==> config.mk <==
export PLATFORM = sky130hd
export DESIGN_NAME = addr_delay_line
export DESIGN_NICKNAME = d
export VERILOG_FILES = /design/src/rtl/afg_pipe_pkg.sv /design/src/rtl/delay_stage.sv /design/src/rtl/addr_delay_line.sv
export SDC_FILE = /design/constraint.sdc
export NUM_CORES = 1
export LEC_CHECK = 0
export ABC_AREA = 1
export BUFFER_PORTS_ARGS = -buffer_cell sky130_fd_sc_hd__buf_2
export CAP_MARGIN = 20
export CORE_ASPECT_RATIO = 1.1
export CORE_MARGIN = 2
export CORE_UTILIZATION = 55
export CTS_CLUSTER_DIAMETER = 50
export CTS_CLUSTER_SIZE = 30
export DETAILED_ROUTE_END_ITERATION = 16
export PLACE_DENSITY = 0.83
export SYNTH_ARGS = -nofsm -noshare
export SYNTH_HDL_FRONTEND = slang
export SYNTH_SLANG_ARGS = --single-unit
==> constraint.sdc <==
create_clock -name i_clk -period 12.2 [get_ports i_clk]
set_input_delay 2.44 -clock i_clk [delete_from_list [all_inputs] [get_ports i_clk]]
set_output_delay 2.44 -clock i_clk [all_outputs]
set_load 0.01 [all_outputs]
==> src/rtl/afg_pipe_pkg.sv <==
// rtl/afg_pipe_pkg.sv - shared constants and helpers for the waveform address pipeline
package afg_pipe_pkg;

    localparam int ADDR_W       = 14;
    localparam int ADDR_DLY_MAX = 8;

    // Smallest r such that 2**r >= n; sizes the delay-select field.
    function automatic int clog2(input int n);
        int r;
        r = 0;
        while ((1 << r) < n) begin
            r = r + 1;
        end
        return r;
    endfunction

endpackage

==> src/rtl/delay_stage.sv <==
// rtl/delay_stage.sv - one word+valid register stage of the address delay line
module delay_stage #(
    parameter int WIDTH = 14
) (
    input  logic             i_clk,
    input  logic             i_rst,
    input  logic             i_en,
    input  logic             i_clr_valid,
    input  logic [WIDTH-1:0] i_d,
    input  logic             i_valid,
    output logic [WIDTH-1:0] o_d,
    output logic             o_valid
);

    logic [WIDTH-1:0] r_d;
    logic             r_valid;

    // Data moves only when enabled; the valid-clear wins over both shift and hold.
    always_ff @(posedge i_clk or posedge i_rst) begin
        if (i_rst) begin
            r_d     <= '0;
            r_valid <= 1'b0;
        end else begin
            if (i_en) begin
                r_d <= i_d;
            end
            if (i_clr_valid) begin
                r_valid <= 1'b0;
            end else if (i_en) begin
                r_valid <= i_valid;
            end
        end
    end

    assign o_d     = r_d;
    assign o_valid = r_valid;

endmodule

==> src/rtl/addr_delay_line.sv <==
// rtl/addr_delay_line.sv - stallable, flushable delay line with run-time tap select
module addr_delay_line
    import afg_pipe_pkg::*;
#(
    parameter int WIDTH     = ADDR_W,
    parameter int MAX_DEPTH = ADDR_DLY_MAX,
    parameter int SEL_W     = clog2(MAX_DEPTH)
) (
    input  logic             i_clk,
    input  logic             i_rst,
    input  logic             i_en,
    input  logic             i_flush,
    input  logic [WIDTH-1:0] i_din,
    input  logic             i_din_valid,
    input  logic [SEL_W-1:0] i_delay_sel,
    output logic [WIDTH-1:0] o_dout,
    output logic             o_dout_valid,
    output logic             o_primed,
    output logic [SEL_W:0]   o_fill
);

    localparam logic [SEL_W:0]   MAX_FILL = (SEL_W + 1)'(MAX_DEPTH);
    localparam logic [SEL_W-1:0] LAST_TAP = SEL_W'(MAX_DEPTH - 1);
    localparam logic [SEL_W:0]   FILL_ONE = {{SEL_W{1'b0}}, 1'b1};

    logic [WIDTH-1:0] w_stage_d [MAX_DEPTH];
    logic             w_stage_v [MAX_DEPTH];
    logic [SEL_W-1:0] w_tap;
    logic [SEL_W:0]   w_tap_ext;
    logic [SEL_W:0]   r_fill;

    // Stage 0 takes the input word; every later stage takes its predecessor.
    for (genvar g = 0; g < MAX_DEPTH; g++) begin : g_stage
        if (g == 0) begin : g_head
            delay_stage #(.WIDTH(WIDTH)) u_stage (
                .i_clk       (i_clk),
                .i_rst       (i_rst),
                .i_en        (i_en),
                .i_clr_valid (i_flush),
                .i_d         (i_din),
                .i_valid     (i_din_valid),
                .o_d         (w_stage_d[g]),
                .o_valid     (w_stage_v[g])
            );
        end else begin : g_body
            delay_stage #(.WIDTH(WIDTH)) u_stage (
                .i_clk       (i_clk),
                .i_rst       (i_rst),
                .i_en        (i_en),
                .i_clr_valid (i_flush),
                .i_d         (w_stage_d[g-1]),
                .i_valid     (w_stage_v[g-1]),
                .o_d         (w_stage_d[g]),
                .o_valid     (w_stage_v[g])
            );
        end
    end

    // Selects beyond the last physical stage fall back to the deepest tap.
    assign w_tap     = ({1'b0, i_delay_sel} < MAX_FILL) ? i_delay_sel : LAST_TAP;
    assign w_tap_ext = {1'b0, w_tap};

    // Count enabled shifts since reset/flush; stops at the physical depth.
    always_ff @(posedge i_clk or posedge i_rst) begin
        if (i_rst) begin
            r_fill <= '0;
        end else if (i_flush) begin
            r_fill <= '0;
        end else if (i_en && (r_fill != MAX_FILL)) begin
            r_fill <= r_fill + FILL_ONE;
        end
    end

    // Outputs come only from stage registers, so Din never reaches them combinationally.
    assign o_dout       = w_stage_d[w_tap];
    assign o_dout_valid = w_stage_v[w_tap];
    assign o_primed     = (r_fill > w_tap_ext);
    assign o_fill       = r_fill;

endmodule

==> summary.txt <==
# fillers: 923
NumNets Final: 851
Most frequent cells in the layout: nand2_1, dfrtp_1, inv_1, o21ai_0, nand3_1
DR WL/cell: 13.3 µm
Sw power: 0.302 mW
Hold WC Path Type: reg -> reg
Area after DPL: 0.00621 mm²
Clock sinks: 124
Initial core utilization: 0.561
Layout Cell Area excl Fill: 0.00681 mm²
Max-cap violations: 0
Fmax: 146 MHz
Worst slew pin tran: 1.05 ns
Status: finished clean
Clock Latency Late Sink: 0.41 ns
Sequential fraction of the synthesis area: 0.510
Crit Path Category: in -> out
Final Util: 0.627
P_leak: 3.56 nW
P_int: 0.829 mW
GR Overflow Total: 0
Overall die width: 104 µm
VDD IR max: 0.109 mV
First-pass GRT wire length: 22200 µm
First-pass detailed-route iteration total: 5
Critical Path Fanout Max: 62
Beginning of the critical path: i_delay_sel[0]
Clk_skew: 0.00438 ns
Root buf cell: clkbuf_16
Initial antenna violation count: 0
Core area: 0.0109 mm²
Via count: 5128
GRT Overall Usage: 0.230
YS warnings: 0
Syn nets: 834
Crit. End Element: output port
Area delta synth->final: 11.8%
# setup viols final: 0
Final TNS setup: 0 ns
Site Rows: 40
Final hold viol count: 0
Syn Area/Cell: 7.54 µm²
Top FF cell, synth: dfrtp_1
Most common cell after layout, fill and taps aside: nand2_1
Io pins: 42
Sw frac: 0.267
Mapped Area: 0.00609 mm²
CTS tree: yes
Detailed placer's ending HPWL: 7480 µm
Sequential share of power: 0.434
PwrDens: 166 mW/mm²
Post-Syn Instances: 807
Unrepaired setup endpoints after global routing: no
Die height: 114 µm
Post-route ant nets: 0
N_diodes: 0
WL final: 13100 µm
Number of global-route vias before repair: 4914
Largest net degree at the start of global routing: 127
Area of the multi-input gates: 0.00228 mm²
Setup Buffers After CTS: 0
DR iter-0 viols: 453
Proportion of layout cells with a drive suffix above 1: 0.0932
Slew Viols, Final: 0
DRC Markers: 0
Vias per cell: 5.21
Clk slew on worst S/H paths: 0.05 ns
Number of flops mapped to enable cells by yosys: 0
Type of origin of the critical path: primary input
FF/Latch Area: 0.00310 mm²
Critical path required time: 9.76 ns
Part of the cycle the worst path needs: 0.562
Clock power share: 0.428
Clock buffer depth: 2
H-tree depth: 4
Fin crit period: 6.85 ns
Arrival time at the worst endpoint: 4.41 ns
Gpl congestion: 0.785
Hold path startpoint: g_stage[5].g_body.u_stage.o_d[13]$_DFFE_PP0P_
Die ar.: 0.0119 mm²
Rel. slew slack: 0.299
CTS buffer count: 17
Synth unique cells: 21
FF-to-FF Start: o_fill[0]$_DFFE_PP0P_
Async set-reset flop share out of synthesis: 1.00
Synth Register Bits: 124
CTS-repair resized insts: 0
Combinational power share: 0.138
Port Buffer Count: 41
Hold bufs inserted after CTS: 0
## final timing paths
check | to | slack [ns] | depth (start not counted)
min reg2reg | g_stage[6].g_body.u_stage.o_d[13]$_DFFE_PP0P_ | 0.48 | 2
min | g_stage[6].g_body.u_stage.o_d[13]$_DFFE_PP0P_ | 0.48 | 2
min in group asynchronous | g_stage[5].g_body.u_stage.o_d[6]$_DFFE_PP0P_ | 2.07 | 2
max | o_dout[4] | 5.35 | 9
max reg2reg | o_fill[1]$_DFFE_PP0P_ | 10.90 | 7
max in group asynchronous | g_stage[2].g_body.u_stage.o_d[2]$_DFFE_PP0P_ | 9.12 | 4
## power groups by stage
stage	clock (mW)	sequential, mW	combinational (mW)
2_1_floorplan	0	0.489	0.120
3_3_place_gp	0	0.494	0.148
3_5_place_dp	0	0.496	0.152
4_1_cts	0.487	0.490	0.155
5_1_grt	0.508	0.497	0.181
6_report	0.485	0.491	0.156
## metal layers
| metal | vias to the layer above | wire (µm) | GRT usage |
|---|---|---|---|
| met2 | 143 | 6490 | 0.383 |
| met4 | 0 | 236 | 0.103 |
| met5 | - | 0 | 0 |
| met1 | 2435 | 5910 | 0.295 |
| met3 | 27 | 472 | 0.0444 |
| li1 | 2523 | - | - |
## flip-flops by register name (all words and copies together) (netlist names)
register / count
g_stage.g_body.u_stage.o_d: 98
g_stage.g_head.u_stage.o_d: 14
g_stage.g_body.u_stage.o_valid: 7
o_fill: 4
g_stage.g_head.u_stage.o_valid: 1
## kinds of logic (layout without fill, tap and decap cells)
group | count (synthesis) | count (layout) | share of synthesized area
AO/OA/AOI/OAI | 132 | 132 | 0.110
flip-flops | 124 | 124 | 0.510
AND/OR/NAND/NOR | 390 | 390 | 0.254
adder cells (fa/ha/maj) | 5 | 5 | 0.0103
buffers and inverters | 156 | 186 | 0.116
## per-stage QoR
step / std cells / setup WS (ns) / hold slack [ns] / power (mW)
after detailed placement: 951 / 5.44 / 0.467 / 0.648
after global placement: 951 / 5.45 / 0.457 / 0.642
after floorplan: 807 / 6.23 / 0.450 / 0.609
final: 984 / 5.35 / 0.477 / 1.13
after global routing: 984 / 5.17 / 0.503 / 1.19
after CTS: 983 / 5.41 / 0.478 / 1.13
## cells in the mapped netlist (2+ instances only)
cell type  number  area share
inv_2           3      0.0018
o21ai_1        29       0.024
ha_1            5       0.010
nand2_1       316        0.19
a21oi_1         2      0.0016
inv_1         105       0.065
buf_4           7      0.0086
dfrtp_1       124        0.51
nor2_1         18       0.011
nand4_1         2      0.0021
buf_6           9       0.017
nand3_1        52       0.043
buf_2          21       0.017
o21ai_0        93       0.076
clkbuf_1        9      0.0055
o22ai_1         7      0.0072
## worst max-delay path, cell delays in order
cell     delay, ns
buf_2         0.07
buf_4         0.51
inv_2         0.59
nand2_1       0.22
nand3_1       0.10
o21ai_1       0.13
nand2_1       0.08
nand2_1       0.09
buf_2         0.12
## layout make-up
cell class	count	area share
clock inverters	7	0.0129
well taps	147	0.0270
inverters	109	0.0605
clock buffers	25	0.0713
flip-flops and latches	124	0.456
multi-input cells	527	0.335
repair buffers	45	0.0379
Power figures use the tool's default switching activity.
